`src/rtl/mau_pkg.sv`:
```
// Shared types and helpers for the load/store initiator: size codes, FSM states,
// byte-lane enables and the alignment check.
package mau_pkg;

    localparam int unsigned ADDR_W = 32;
    localparam int unsigned DATA_W = 32;
    localparam int unsigned BE_W   = 4;

    typedef enum logic [1:0] {
        SZ_BYTE = 2'b00,
        SZ_HALF = 2'b01,
        SZ_WORD = 2'b10,
        SZ_RSVD = 2'b11
    } size_t;

    typedef enum logic [1:0] {
        ST_IDLE,
        ST_ISSUE,
        ST_WAIT,
        ST_RESP
    } state_t;

    // Big-endian lanes: bit 3 is byte offset 0 (bits [31:24])
    function automatic logic [BE_W-1:0] byte_en(input size_t size, input logic [1:0] offset);
        case (size)
            SZ_BYTE: return 4'b1000 >> offset;
            SZ_HALF: return offset[1] ? 4'b0011 : 4'b1100;
            SZ_WORD: return 4'b1111;
            default: return 4'b0000;
        endcase
    endfunction

    function automatic logic is_misaligned(input size_t size, input logic [1:0] offset);
        case (size)
            SZ_BYTE: return 1'b0;
            SZ_HALF: return offset[0];
            SZ_WORD: return |offset;
            default: return 1'b1;
        endcase
    endfunction

endpackage

```
`src/rtl/load_align.sv`:
```
// Picks the addressed byte/halfword out of a big-endian memory word and
// sign- or zero-extends it to 32 bits; word loads pass through.
module load_align
    import mau_pkg::*;
(
    input  logic [DATA_W-1:0] word,
    input  size_t             size,
    input  logic [1:0]        offset,
    input  logic              zero_ext,
    output logic [DATA_W-1:0] result
);

    logic [7:0]  byte_sel;
    logic [15:0] half_sel;

    always_comb begin
        byte_sel = word[31:24];
        case (offset)
            2'd0: byte_sel = word[31:24];
            2'd1: byte_sel = word[23:16];
            2'd2: byte_sel = word[15:8];
            2'd3: byte_sel = word[7:0];
            default: byte_sel = word[31:24];
        endcase
        half_sel = offset[1] ? word[15:0] : word[31:16];

        result = word;
        case (size)
            SZ_BYTE: result = {{24{~zero_ext & byte_sel[7]}}, byte_sel};
            SZ_HALF: result = {{16{~zero_ext & half_sel[15]}}, half_sel};
            default: result = word;
        endcase
    end

endmodule

```
`src/rtl/mem_access_unit.sv`:
```
// Load/store initiator: one access at a time, word-aligned memory request with
// byte enables, fixed read latency, single-cycle registered response.
module mem_access_unit
    import mau_pkg::*;
#(
    parameter int unsigned READ_LATENCY = 1
) (
    input  logic              clk,
    input  logic              rst,
    input  logic              req_valid,
    output logic              req_ready,
    input  logic              req_write,
    input  logic [1:0]        req_size,
    input  logic              req_unsigned,
    input  logic [ADDR_W-1:0] req_addr,
    input  logic [DATA_W-1:0] req_wdata,
    output logic              resp_valid,
    output logic [DATA_W-1:0] resp_rdata,
    output logic              resp_error,
    output logic              MemoryRead,
    output logic              MemoryWrite,
    output logic [ADDR_W-1:0] mem_addr,
    output logic [DATA_W-1:0] mem_wdata,
    output logic [BE_W-1:0]   mem_byte_en,
    input  logic [DATA_W-1:0] mem_rdata
);

    localparam int unsigned CNT_W = $clog2(READ_LATENCY + 1);

    state_t            state;
    size_t             req_sz;
    size_t             size_q;
    logic              write_q;
    logic              zext_q;
    logic [1:0]        off_q;
    logic [CNT_W-1:0]  cnt;
    logic [DATA_W-1:0] load_data;

    assign req_sz = size_t'(req_size);

    load_align u_load_align (
        .word     (mem_rdata),
        .size     (size_q),
        .offset   (off_q),
        .zero_ext (zext_q),
        .result   (load_data)
    );

    always_ff @(posedge clk) begin
        if (rst) begin
            state       <= ST_IDLE;
            req_ready   <= 1'b1;
            resp_valid  <= 1'b0;
            resp_error  <= 1'b0;
            resp_rdata  <= '0;
            MemoryRead  <= 1'b0;
            MemoryWrite <= 1'b0;
            mem_byte_en <= '0;
            mem_addr    <= '0;
            mem_wdata   <= '0;
            size_q      <= SZ_BYTE;
            write_q     <= 1'b0;
            zext_q      <= 1'b0;
            off_q       <= 2'd0;
            cnt         <= '0;
        end else begin
            case (state)
                ST_IDLE: begin
                    if (req_valid && req_ready) begin
                        req_ready <= 1'b0;
                        size_q    <= req_sz;
                        write_q   <= req_write;
                        zext_q    <= req_unsigned;
                        off_q     <= req_addr[1:0];
                        // Misaligned/reserved requests never touch memory
                        if (is_misaligned(req_sz, req_addr[1:0])) begin
                            state      <= ST_RESP;
                            resp_valid <= 1'b1;
                            resp_error <= 1'b1;
                            resp_rdata <= '0;
                        end else begin
                            state    <= ST_ISSUE;
                            mem_addr <= {req_addr[ADDR_W-1:2], 2'b00};
                            if (req_write) begin
                                MemoryWrite <= 1'b1;
                                mem_byte_en <= byte_en(req_sz, req_addr[1:0]);
                                case (req_sz)
                                    SZ_BYTE: mem_wdata <= {4{req_wdata[7:0]}};
                                    SZ_HALF: mem_wdata <= {2{req_wdata[15:0]}};
                                    default: mem_wdata <= req_wdata;
                                endcase
                            end else begin
                                MemoryRead  <= 1'b1;
                                mem_byte_en <= 4'b1111;
                            end
                        end
                    end
                end
                ST_ISSUE: begin
                    MemoryRead  <= 1'b0;
                    MemoryWrite <= 1'b0;
                    mem_byte_en <= '0;
                    if (write_q) begin
                        state      <= ST_RESP;
                        resp_valid <= 1'b1;
                        resp_error <= 1'b0;
                        resp_rdata <= '0;
                    end else begin
                        state <= ST_WAIT;
                        cnt   <= CNT_W'(READ_LATENCY);
                    end
                end
                ST_WAIT: begin
                    cnt <= cnt - CNT_W'(1);
                    if (cnt == CNT_W'(1)) begin
                        state      <= ST_RESP;
                        resp_valid <= 1'b1;
                        resp_error <= 1'b0;
                        resp_rdata <= load_data;
                    end
                end
                ST_RESP: begin
                    state      <= ST_IDLE;
                    resp_valid <= 1'b0;
                    resp_error <= 1'b0;
                    req_ready  <= 1'b1;
                end
                default: state <= ST_IDLE;
            endcase
        end
    end

endmodule

```
`config.mk`:
```
export PLATFORM = sky130hd
export DESIGN_NAME = mem_access_unit
export DESIGN_NICKNAME = d
export VERILOG_FILES = /design/src/rtl/mau_pkg.sv /design/src/rtl/load_align.sv /design/src/rtl/mem_access_unit.sv
export SDC_FILE = /design/constraint.sdc
export NUM_CORES = 1
export LEC_CHECK = 0
export BUFFER_PORTS_ARGS = -buffer_cell sky130_fd_sc_hd__buf_4
export CORE_MARGIN = 2
export CORE_UTILIZATION = 30
export DETAILED_ROUTE_END_ITERATION = 10
export GPL_ROUTABILITY_DRIVEN = 1
export REMOVE_ABC_BUFFERS = 1
export SETUP_SLACK_MARGIN = 0.2
export SLEW_MARGIN = 20
export SYNTH_ARGS = -nofsm -noshare
export SYNTH_HDL_FRONTEND = slang
export SYNTH_HIERARCHICAL = 1
export SYNTH_SLANG_ARGS = --single-unit
```
`constraint.sdc`:
```
create_clock -name clk -period 2.25 [get_ports clk]
set_input_delay 0.3375 -clock clk [delete_from_list [all_inputs] [get_ports clk]]
set_output_delay 0.3375 -clock clk [all_outputs]
set_load 0.01 [all_outputs]
```
# [Word level (Yosys, flattened, before mapping)]
# Index checks and enable logic that the tools add are counted.
[word_totals] out_inout_bits=105 ff_bits=112 elab_cells=103
[classes] eq_ne=17 shifts=1 muxes=44 n_addsub=1 n_reduce_logical=21 bitwise_logic=4
[ops] cell="32-bit 2-to-1 mux" count=4
[ops] cell="32-bit case mux with 2 select lines" count=2
[ops] cell="32-bit case mux with 3 select lines" count=1
[ops] cell="8-bit case mux with 4 select lines" count=1
[ops] cell="1-bit 2-to-1 mux" count=18
[ops] cell="16-bit 2-to-1 mux" count=1
[ops] cell="4-bit 2-to-1 mux" count=4
[ops] cell="2-bit != test (second input constant)" count=8
[ops] cell="4-bit AND reduction" count=4
[ops] cell="4-bit case mux with 3 select lines" count=1
[ops] cell="2-bit equality test (second input constant)" count=5
[ops] cell="2-bit by 1-bit equality test with 1-bit output (second input constant)" count=4
[ops] cell="2-bit zero test" count=4
[ops] cell="1-bit case mux with 2 select lines" count=4
[ops] cell="1-bit case mux with 4 select lines" count=2
[ops] cell="2-bit case mux with 4 select lines" count=1
[ops] cell="4-bit case mux with 2 select lines" count=1
[ops] cell="2-bit AND reduction" count=4
[ops] cell="2-bit 2-to-1 mux" count=3
[ops] cell="3-bit AND reduction" count=2
[ops] cell="2-bit nonzero test" count=3
[ops] cell="5-bit AND reduction" count=1
[ops] cell="4-bit by 2-bit right shift with 4-bit output (first input constant)" count=1
[ops] cell="1-bit case mux with 3 select lines" count=1
[ops] cell="6 further kinds" count=8

# [Logic depth before layout (Yosys ltp)]
# Gate-level depths: netlist of the first run.
[logic_depth] ltp_word=8 mapped_depth=9 mapped_depth_nobuf=6

# [By module]
# Netlist of the first run, hierarchy kept.
[by_module_without_submodules] mod="mem_access_unit" area_per_inst_um2=4725.8 cells_each=562 instances=1
[by_module_without_submodules] mod="load_align" area_per_inst_um2=787.0 cells_each=107 instances=1

# [Worst setup path before layout of the first run]
# No wires, ideal clock.
[synth_path] kind="register to register" startpoint="register state[0]" endpoint="register resp_rdata[6]" required_ns=2.179 setup_time_ns=0.071 path_stages_with_launch=9 slack_ns=0.277 t_arrival_ns=1.902 period_less_slack_ns=1.973 path_cell_list="dfxtp_1 inv_1 ha_1 buf_2 or4b_2 o211ai_1 clkbuf_1 o21ai_0 a21oi_1"
[synth_between] elab_chain_cells=3
[synth_rtl] item="from (decl)" line="mem_access_unit.sv:30" rtl="state_t state;"
[synth_rtl] item="from (signal assigned)" line="mem_access_unit.sv:51" rtl="state <= ST_IDLE;"
[synth_rtl] item="from (signal assigned)" line="mem_access_unit.sv:77" rtl="state <= ST_RESP;"
[synth_rtl] item="from (signal assigned)" line="mem_access_unit.sv:82" rtl="state <= ST_ISSUE;"
[synth_rtl] item="2-bit equality test (tied with other cells)" line="mem_access_unit.sv:67" rtl="case (state)"
[synth_rtl] item="2-bit != test (no line) / 3-bit nonzero test (equally long branches)"
[synth_rtl] item="5-bit AND reduction (no line)"
[synth_rtl] item="to (signal assigned)" line="mem_access_unit.sv:119" rtl="resp_rdata <= load_data;"
[synth_rtl] item="to (decl)" line="mem_access_unit.sv:18" rtl="output logic [DATA_W-1:0] resp_rdata,"
# Parallel ways exist; a longest one is shown, timed or not.
# A chain may end at the register's enable or synchronous reset.

# [Final worst setup path of the first run]
[layout_path] startpoint="register off_q[1]" endpoint="register resp_rdata[17]"
[layout_between] elab_chain_cells=6
[layout_rtl] item="from (decl)" line="mem_access_unit.sv:35" rtl="logic [1:0] off_q;"
[layout_rtl] item="from (signal assigned)" line="mem_access_unit.sv:74" rtl="off_q <= req_addr[1:0];"
[layout_rtl] item="2-bit equality test (tied with other cells)" line="load_align.sv:18" rtl="case (offset)"
[layout_rtl] item="8-bit case mux with 4 select lines" line="load_align.sv:18"
[layout_rtl] item="1-bit bitwise AND" line="load_align.sv:29" rtl="SZ_BYTE: result = {{24{~zero_ext & byte_sel[7]}}, byte_sel};"
[layout_rtl] item="32-bit case mux with 2 select lines (*)" line="load_align.sv:28" rtl="case (size)"
[layout_rtl] item="named net load_data[17]" line="mem_access_unit.sv:37" rtl="logic [DATA_W-1:0] load_data;"
[layout_rtl] item="32-bit 2-to-1 mux (*)" line="mem_access_unit.sv:115" rtl="if (cnt == CNT_W'(1)) begin"
[layout_rtl] item="32-bit case mux with 3 select lines (*)" line="mem_access_unit.sv:67"
# Mark *: on every way through the listed nets, which the timed path passes. The rest lies on a longest branch. The select of a mux whose other input is x is not followed.

==> results.json, run 1 <==
{
  "outcome": "finished clean",
  "final_area_mm2": 0.00766,
  "grt-ovfl-total": 0,
  "drc": 0,
  "layoutNonFillerInstCount": 1082,
  "yosysMostFrequentCell": "nand2_1",
  "async_flop_share_pct": 0,
  "drt-met1-wl_um": 8150,
  "io_buffers": 205,
  "synth_top_area_share_pct": 40.7,
  "synth-edff-count": 0,
  "dr_wl_met2_um": 8120,
  "drv_slew": 0,
  "crit_arrival_ns": 2.23,
  "vias_per_cell": 5.18,
  "ant_nets": 0,
  "synth_flop_cell": "dfxtp_1",
  "antenna_found_initial": 0,
  "die_y_um": 140,
  "ys_ff_latch": 112,
  "ys_seq_area_share_pct": 40.7,
  "drv_cap": 0,
  "place.gp.congestion": 0.820,
  "fin_crit_ns": 1.94,
  "wl_per_cell_um": 16.9,
  "hold_viol": 0,
  "clkTransAtPathRegs_ns": 0.09,
  "synth_warnings": 6,
  "grt_pass1_wl_um": 28500,
  "antenna_cells": 0,
  "start_util_pct": 30.6,
  "grt_usage_pct": 17.9,
  "place_area_mm2": 0.00730,
  "die_area_mm2": 0.0195,
  "synth_top_cell_by_area": "dfxtp_1",
  "drt-initial-drc-count": 404,
  "top_layer_used": "met4",
  "dpl.hpwl_um": 12400,
  "vias": 5605,
  "num-nets-final": 955,
  "hold_depth": 3,
  "required_ns": 2.54,
  "grt_start_max_net_pins": 48,
  "slew-limit-headroom_pct": 57.2,
  "fillers": 1862,
  "core_area_mm2": 0.0180,
  "chipWidth_um": 140,
  "reg2reg_depth": 5,
  "holdCritPathClass": "in -> reg",
  "worstHoldEndpoint": "mem_addr[3]",
  "rsz0062_at_grt": "false",
  "cts-root-buf": "clkbuf_16",
  "max_freq_mhz": 516,
  "worstHoldStart": "req_addr[3]",
  "clockBufferDepth": 2,
  "crit_type": "reg -> reg",
  "cp-end-kind": "flop",
  "dr.pass1.iters": 5,
  "critPathLaunchType": "flop",
  "ir_drop_uv": 589,
  "synthTopCellsByCount": "130 x nand2_1, 112 x dfxtp_1, 91 x a21oi_1",
  "cts_buffers": 9,
  "clkLatencyLatePin_ns": 0.36,
  "grt_pass1_vias": 5177,
  "totalWireLength_um": 18200,
  "drive_above_1_share_pct": 33.8,
  "crit_fanout": 16,
  "cts_sinks": 112,
  "wl_met3_um": 1830,
  "cts_tree": "built",
  "p_leak_uw": 0.00312,
  "ios": 208,
  "period_share_pct": 86.2,
  "htreeDepth": 3,
  "reg2reg_from": "off_q[1]",
  "rrSetupSlack_ns": 0.31,
  "num_rows": 49,
  "r2r-end": "resp_rdata[17]",
  "areaGrowthSynthToFinish_pct": 39.0,
  "tightest_slew_ns": 0.640,
  "pwr_density_cell_mw_per_mm2": 931,
  "syn_area_mm2": 0.00551,
  "avgSynthCellArea_um2": 8.24,
  "setup_viol": 0,
  "skew_ns": 0.0114,
  "yosys-top-cells-area": "dfxtp_1 41%, nand2_1 8.9%, a21oi_1 8.3%, mux2i_1 6.7%, o21ai_0 4.2%",
  "placed_cells": 1062,
  "synth_cells": 669,
  "synthDistinctLibCells": 51
}
logic make-up after synthesis:
family / after synthesis / share of synthesized area [%]
AOI/OAI and AO/OA: 222 / 27.8
adders and majority gates: 4 / 0.908
buffers and inverters: 73 / 6.06
DFF: 112 / 40.7
muxes: 39 / 7.13
other: 1 / 0.0680
and+or+nand+nor: 218 / 17.4
report_power, final:
group	total, µW	switching, µW	leakage (µW)	internal (µW)
Combinational	3120	1800	0.00206	1320
Clock	1630	845	0.000144	787
Sequential	2380	161	0.000909	2220
Total	7130	2810	0.00312	4320
flip-flops by register name, indices dropped and copies added, names as in the netlist:
name / cells
mem_wdata: 32
resp_rdata: 32
mem_addr: 30
mem_byte_en: 4
off_q: 2
size_q: 2
state: 2
MemoryRead: 1
MemoryWrite: 1
cnt: 1
req_ready: 1
resp_error: 1
resp_valid: 1
write_q: 1
zext_q: 1
cell type report:
| type | instances | area (µm²) | share of cell area (%) |
|---|---|---|---|
| Multi-Input combinational cell | 485 | 2960 | 38.6 |
| Clock buffer | 9 | 225 | 2.94 |
| Inverter | 7 | 26.3 | 0.343 |
| Timing Repair Buffer | 233 | 1850 | 24.1 |
| Clock inverter | 7 | 73.8 | 0.963 |
| Tap cell | 229 | 287 | 3.74 |
| Sequential cell | 112 | 2240 | 29.3 |
per-stage QoR:
step	hold slack (ns)	total power [µW]	TNS, ns	utilization, %	worst slack (ns)
finish	0.210	7130	0	42.5	0.311
floorplan	0.402	3980	-55.06	-	-0.924
global route	0.195	7570	0	42.5	0.206
CTS	0.198	7020	0	42.2	0.255
detailed placement	0.447	5350	0	40.5	0.156
global placement	0.442	5340	0	40.5	0.195
cells in the final DEF, fill, tap and decap left out, types with 3 or more instances in the layout:
cell type and count:
a211oi_2 16, mux2i_1 37, inv_1 6, nand3_1 7, a21oi_1 91, o211ai_2 10, o22a_1 7, a22oi_1 9
a2bb2oi_1 7, nor2_1 31, ha_1 3, a211o_1 5, o221ai_1 8, buf_12 6, nand2_1 130, nand2b_1 5
buf_4 225, dfxtp_1 110, o21ai_0 46, o211ai_1 8, nand4_1 32, clkbuf_16 10
critical path, stage by stage (launching register included):
cell      delay, ns
dfxtp_1        0.59
mux2i_1        0.15
or3_2          0.67
o211ai_1       0.21
nand4_1        0.10
a21oi_1        0.16
routing by layer:
metal | vias to the layer above | track usage (%)
met3 | 14 | 6.13
li1 | 2744 | -
met4 | 0 | 3.84
met2 | 241 | 27.8
met5 | - | 0
met1 | 2606 | 24.1
repair_timing:
item / in CTS / in global routing
buffers inserted: 0 / 2
hold buffers: 0 / 0
endpoints found under the setup margin: 0 / 36
gates resized for setup: 0 / 8
worst max path at each step:
stage / depth (start not counted) / from / endpoint / slack, ns
2_1_floorplan: 6 / state[0] / MemoryRead / -0.92
3_3_place_gp: 6 / req_addr[1] / mem_wdata[13] / 0.20
3_5_place_dp: 6 / req_addr[1] / mem_wdata[18] / 0.16
4_1_cts: 7 / state[0] / resp_rdata[11] / 0.25
5_1_grt: 5 / off_q[1] / resp_rdata[17] / 0.21
6_report: 5 / off_q[1] / resp_rdata[17] / 0.31
Note: power is estimated with default switching activity, not from simulation.
==> run 2: changes to the inputs <==
Settings changed: SLEW_MARGIN 20 to 15.
Clock period 2.25 ns to 2.16 ns, I/O delays scaled along.
==> run 2 against run 1 <==
Effect of this change: hold slack worse by 0.013 ns; clock skew is 0.0048 ns higher; critical endpoint is now resp_rdata[6]; combinational power is 7.7% higher.
==> results.json, run 2 (same netlist as run 1, synthesis figures left out) <==
{
  "outcome": "finished clean",
  "drive_above_1_share_pct": 34.2,
  "start_util_pct": 30.6,
  "crit_type": "reg -> reg",
  "cts-root-buf": "clkbuf_16",
  "ios": 208,
  "period_share_pct": 85.1,
  "crit_path_start": "state[1]",
  "num-nets-final": 960,
  "antenna_cells": 0,
  "die_area_mm2": 0.0195,
  "reg2reg_from": "state[1]",
  "required_ns": 2.45,
  "vias": 5564,
  "worstHoldStart": "req_addr[21]",
  "dr_wl_met2_um": 8070,
  "drv_slew": 0,
  "crit_fanout": 8,
  "clockBufferDepth": 2,
  "drc": 0,
  "holdCritPathClass": "in -> reg",
  "hold_viol": 0,
  "ir_drop_uv": 548,
  "cp_cell_sequence": "inv_2 -> ha_4 -> or4b_4 -> o211ai_1 -> buf_4 -> bufbuf_16 -> o21ai_0 -> a21oi_1",
  "htreeDepth": 3,
  "cts_buffers": 9,
  "chipWidth_um": 140,
  "grt-ovfl-total": 0,
  "r2r-end": "resp_rdata[6]",
  "io_buffers": 205,
  "setup_viol": 0,
  "core_area_mm2": 0.0180,
  "grt_usage_pct": 18.4,
  "worstHoldEndpoint": "mem_addr[21]",
  "place.gp.congestion": 0.824,
  "cpPeakStageDelay_ns": 0.46,
  "final_area_mm2": 0.00773,
  "max_freq_mhz": 544,
  "die_y_um": 140,
  "grt_pass1_wl_um": 29200,
  "wl_per_cell_um": 16.6,
  "drv_cap": 0,
  "p_leak_uw": 0.00316,
  "totalWireLength_um": 18100,
  "tightest_slew_ns": 0.531,
  "grt_pass1_vias": 5413,
  "wl_met3_um": 1770,
  "pwr_density_cell_mw_per_mm2": 970,
  "cts_tree": "built",
  "skew_ns": 0.0161,
  "rsz0062_at_grt": "true",
  "vias_per_cell": 5.12,
  "slew-limit-headroom_pct": 64.6,
  "reg_top3": "mem_wdata: 32 flops, resp_rdata: 32 flops, mem_addr: 30 flops",
  "hold_slack_ns": 0.198,
  "crit_slowest_cell": "or4b_4",
  "ant_nets": 0,
  "rrSetupSlack_ns": 0.32,
  "clkTransAtPathRegs_ns": 0.09,
  "fin_crit_ns": 1.84,
  "drt-met1-wl_um": 8070,
  "place_area_mm2": 0.00736,
  "critPathLaunchType": "flop",
  "grt_start_max_net_pins": 49,
  "antenna_found_initial": 0,
  "hold_depth": 3,
  "top_layer_used": "met4",
  "final_cell_mix": "228 x buf_4, 130 x nand2_1, 110 x dfxtp_1",
  "num_rows": 49,
  "areaGrowthSynthToFinish_pct": 40.2,
  "drt-initial-drc-count": 307,
  "cts_sinks": 112,
  "dpl.hpwl_um": 12500,
  "reg2reg_depth": 8,
  "dr.pass1.iters": 5,
  "clkLatencyLatePin_ns": 0.36,
  "final_common_cell": "buf_4",
  "crit_arrival_ns": 2.13,
  "cp-end-kind": "flop"
}
run 2: changes by cell type in the layout (fill, tap and decap cells not counted), moves of 2 or more:
cell / delta
inv_1: -2
inv_8: +2
buf_4: +3
clkinv_8: -2
inv_2: +2
buf_12: +2
run 2: critical path: cells and delay by family (launching register included):
| kind | cells | cell delay [ns] |
|---|---|---|
| AND/OR/NAND/NOR | 1 | 0.46 |
| AO/OA/AOI/OAI | 3 | 0.32 |
| adder cells (fa/ha/maj) | 1 | 0.13 |
| buffers and inverters | 3 | 0.51 |
| flip-flops | 1 | 0.35 |
run 2: metrics by stage:
stage / worst slack [ns] / total power (µW) / utilization (%) / instances / setup TNS (ns)
2_1_floorplan: -1.01 / 4150 / - / 604 / -63.64
3_3_place_gp: 0.0925 / 5600 / 40.8 / 1066 / 0
3_5_place_dp: 0.0803 / 5620 / 40.8 / 1066 / 0
4_1_cts: 0.314 / 7580 / 42.8 / 1085 / 0
5_1_grt: 0.171 / 7980 / 42.9 / 1086 / 0
6_report: 0.323 / 7500 / 42.9 / 1086 / 0
run 2: report_power, final:
group,leakage [µW],switching (µW),internal [µW]
registers,0.000909,154,2310
logic,0.00211,1870,1490
clock network,0.000142,865,814
run 2: timing repair:
| action | 4_1_cts | 5_1_grt |
|---|---|---|
| hold buffers | 0 | 0 |
| resized for setup | 6 | 2 |
| buffers inserted | 2 | 1 |
| endpoints found under the hold margin | 0 | 0 |
| setup endpoints to repair | 4 | 13 |
| pin swaps | 1 | 2 |
| cloned | 2 | 0 |
run 2: worst max-delay path by stage:
stage | end | slack [ns] | cells past startpoint
after CTS | resp_rdata[1] | 0.31 | 9
after global placement | mem_wdata[29] | 0.09 | 6
final | resp_rdata[6] | 0.32 | 8
after global routing | resp_rdata[6] | 0.17 | 9
after detailed placement | mem_wdata[26] | 0.08 | 6
after floorplan | MemoryRead | -1.01 | 6
run 2: final cells by class:
type | instances | area [µm²]
tap | 229 | 287
timing repair buffer | 238 | 1920
inverter | 7 | 26.3
clock buffer | 9 | 225
fill | 1855 | 10300
multi-input combinational | 485 | 2970
sequential | 112 | 2250
clock inverter | 6 | 60.1
run 2: metal layers:
metal	vias up	GRT usage, %
li1	2757	-
met1	2564	24.1
met2	232	29.3
met3	11	6.78
met4	0	4.05
met5	-	0
==> run 3: changes to the inputs <==
Settings changed: CAP_MARGIN set to 20, PLACE_DENSITY_LB_ADDON set to 0.3.
Clock period 2.16 ns to 2 ns, I/O delays scaled along.
==> run 3 against run 2 <==
Effect of this change: critical path depth grew 3; clock skew fell by 0.0074 ns; total power up 21%; sequential power increased by 8.1%; core utilization increased by 3.2 points; sequential share of layout area fell by 2.1 points; setup slack got worse by 0.15 ns; die area unchanged; clock-buffer cell count unchanged.
==> results.json, run 3 (same netlist as run 1, synthesis figures left out) <==
{
  "crit_path_start": "state[0]",
  "chipWidth_um": 140,
  "die_area_mm2": 0.0195,
  "crit_fanout": 5,
  "drc": 0,
  "clkTransAtPathRegs_ns": 0.08,
  "drv_cap": 0,
  "grt_start_max_net_pins": 40,
  "grt_pass1_vias": 5574,
  "cts_hold_buffers": 0,
  "drive_above_1_share_pct": 38.2,
  "cp-end-kind": "flop",
  "holdCritPathClass": "in -> reg",
  "fin_crit_ns": 1.82,
  "outcome": "finished clean",
  "p_int_uw": 5670,
  "ios": 208,
  "cts_sinks": 112,
  "p_sw_uw": 3420,
  "final_util_pct": 46.1,
  "dpl.hpwl_um": 12200,
  "period_share_pct": 91.2,
  "required_ns": 2.29,
  "drv_slew": 0,
  "total_power_uw": 9090,
  "setup_viol": 0,
  "critPathLaunchType": "flop",
  "hold_viol": 0,
  "wl_per_cell_um": 17.3,
  "grt-ovfl-total": 0,
  "ir_drop_uv": 677,
  "reg2reg_from": "state[0]",
  "clockBufferDepth": 2,
  "p_leak_uw": 0.00343,
  "seqPwrFrac_pct": 29.3,
  "rsz0062_at_grt": "true",
  "drt-initial-drc-count": 380,
  "cts_buffers": 9,
  "antenna_found_initial": 0,
  "max_freq_mhz": 548,
  "ant_nets": 0,
  "crit_type": "reg -> reg",
  "pwr_density_cell_mw_per_mm2": 1090,
  "grt_usage_pct": 18.7,
  "die_y_um": 140,
  "pwr-share-comb_pct": 50.9,
  "hold_slack_ns": 0.177,
  "clkLatencyLatePin_ns": 0.36,
  "reg_top3": "mem_wdata: 32 flops, resp_rdata: 32 flops, mem_addr: 30 flops",
  "crit_arrival_ns": 2.12,
  "grt_pass1_wl_um": 29800,
  "htreeDepth": 3,
  "final_cell_mix": "236 x buf_4, 128 x nand2_1, 110 x dfxtp_1",
  "antenna_cells": 0,
  "vias": 5887,
  "fillers": 1814,
  "clkPwrFrac_pct": 19.8,
  "skew_ns": 0.00872,
  "totalWireLength_um": 19400,
  "swShare_pct": 37.6,
  "core_area_mm2": 0.0180,
  "cts-root-buf": "clkbuf_16",
  "io_buffers": 205,
  "areaGrowthSynthToFinish_pct": 50.8,
  "vias_per_cell": 5.25,
  "start_util_pct": 30.6,
  "cts_tree": "built",
  "worstHoldStart": "req_addr[4]",
  "dr.pass1.iters": 5,
  "num_rows": 49,
  "final_common_cell": "buf_4",
  "num-nets-final": 994,
  "place.gp.congestion": 0.825
}
run 3: changes by cell type in the layout (fill, tap and decap cells not counted), sizes merged:
cell    change
buf        +27
bufbuf      -1
clkbuf      +8
clkinv      +2
inv         -1
run 3: worst max-delay path: stages (launching register included):
cell	delay, ns
dfxtp_2	0.35
inv_2	0.05
ha_4	0.16
buf_6	0.11
buf_6	0.10
buf_6	0.10
a21bo_4	0.17
and3_4	0.22
buf_6	0.13
clkbuf_16	0.14
nand4_1	0.06
a21oi_1	0.15
run 3: routing by layer:
| layer | global-route usage [%] | vias to the layer above | wire (µm) |
|---|---|---|---|
| met5 | 0 | - | 0 |
| met4 | 6.32 | 0 | 388 |
| met3 | 5.75 | 33 | 1910 |
| met2 | 28.8 | 271 | 8610 |
| met1 | 25.1 | 2746 | 8460 |
| li1 | - | 2837 | - |
run 3: per-stage QoR:
stage | cell area (µm²) | setup WS, ns | TNS [ns] | std cells
finish | 8310 | 0.175 | 0 | 1121
global route | 8310 | 0.0714 | 0 | 1121
CTS | 8060 | 0.186 | 0 | 1109
detailed placement | 7460 | 0.0164 | 0 | 1078
global placement | 7460 | 0.0722 | 0 | 1078
floorplan | 5210 | -1.17 | -79.51 | 604
run 3: path summary, 6_finish.rpt:
check,end,slack (ns),cells past startpoint
worst max-delay path,resp_rdata[5],0.18,11
worst max register to register,resp_rdata[5],0.18,11
worst min-delay path,mem_addr[4],0.18,3
worst min register to register,mem_addr[11],0.46,2
run 3: power groups by stage:
stage / registers (µW) / clock network [µW] / logic [µW]
floorplan: 2820 / 0 / 1660
global placement: 2700 / 0 / 3430
detailed placement: 2700 / 0 / 3450
CTS: 2660 / 1850 / 4290
global route: 2700 / 1950 / 4980
finish: 2660 / 1800 / 4630
run 3: what timing repair did:
item | in CTS | in global routing
cloned | 6 | 9
pin swaps | 32 | 21
gates resized for setup | 28 | 17
setup buffers | 9 | 3
endpoints found under the setup margin | 101 | 79
run 3: layout make-up:
class | instances | area, µm² | share of cell area [%]
Multi-Input combinational cell | 485 | 3020 | 36.4
Timing Repair Buffer | 272 | 2440 | 29.4
Sequential cell | 112 | 2240 | 27.0
Tap cell | 229 | 287 | 3.45
Clock buffer | 9 | 225 | 2.71
Clock inverter | 7 | 60.1 | 0.723
Inverter | 7 | 27.5 | 0.331
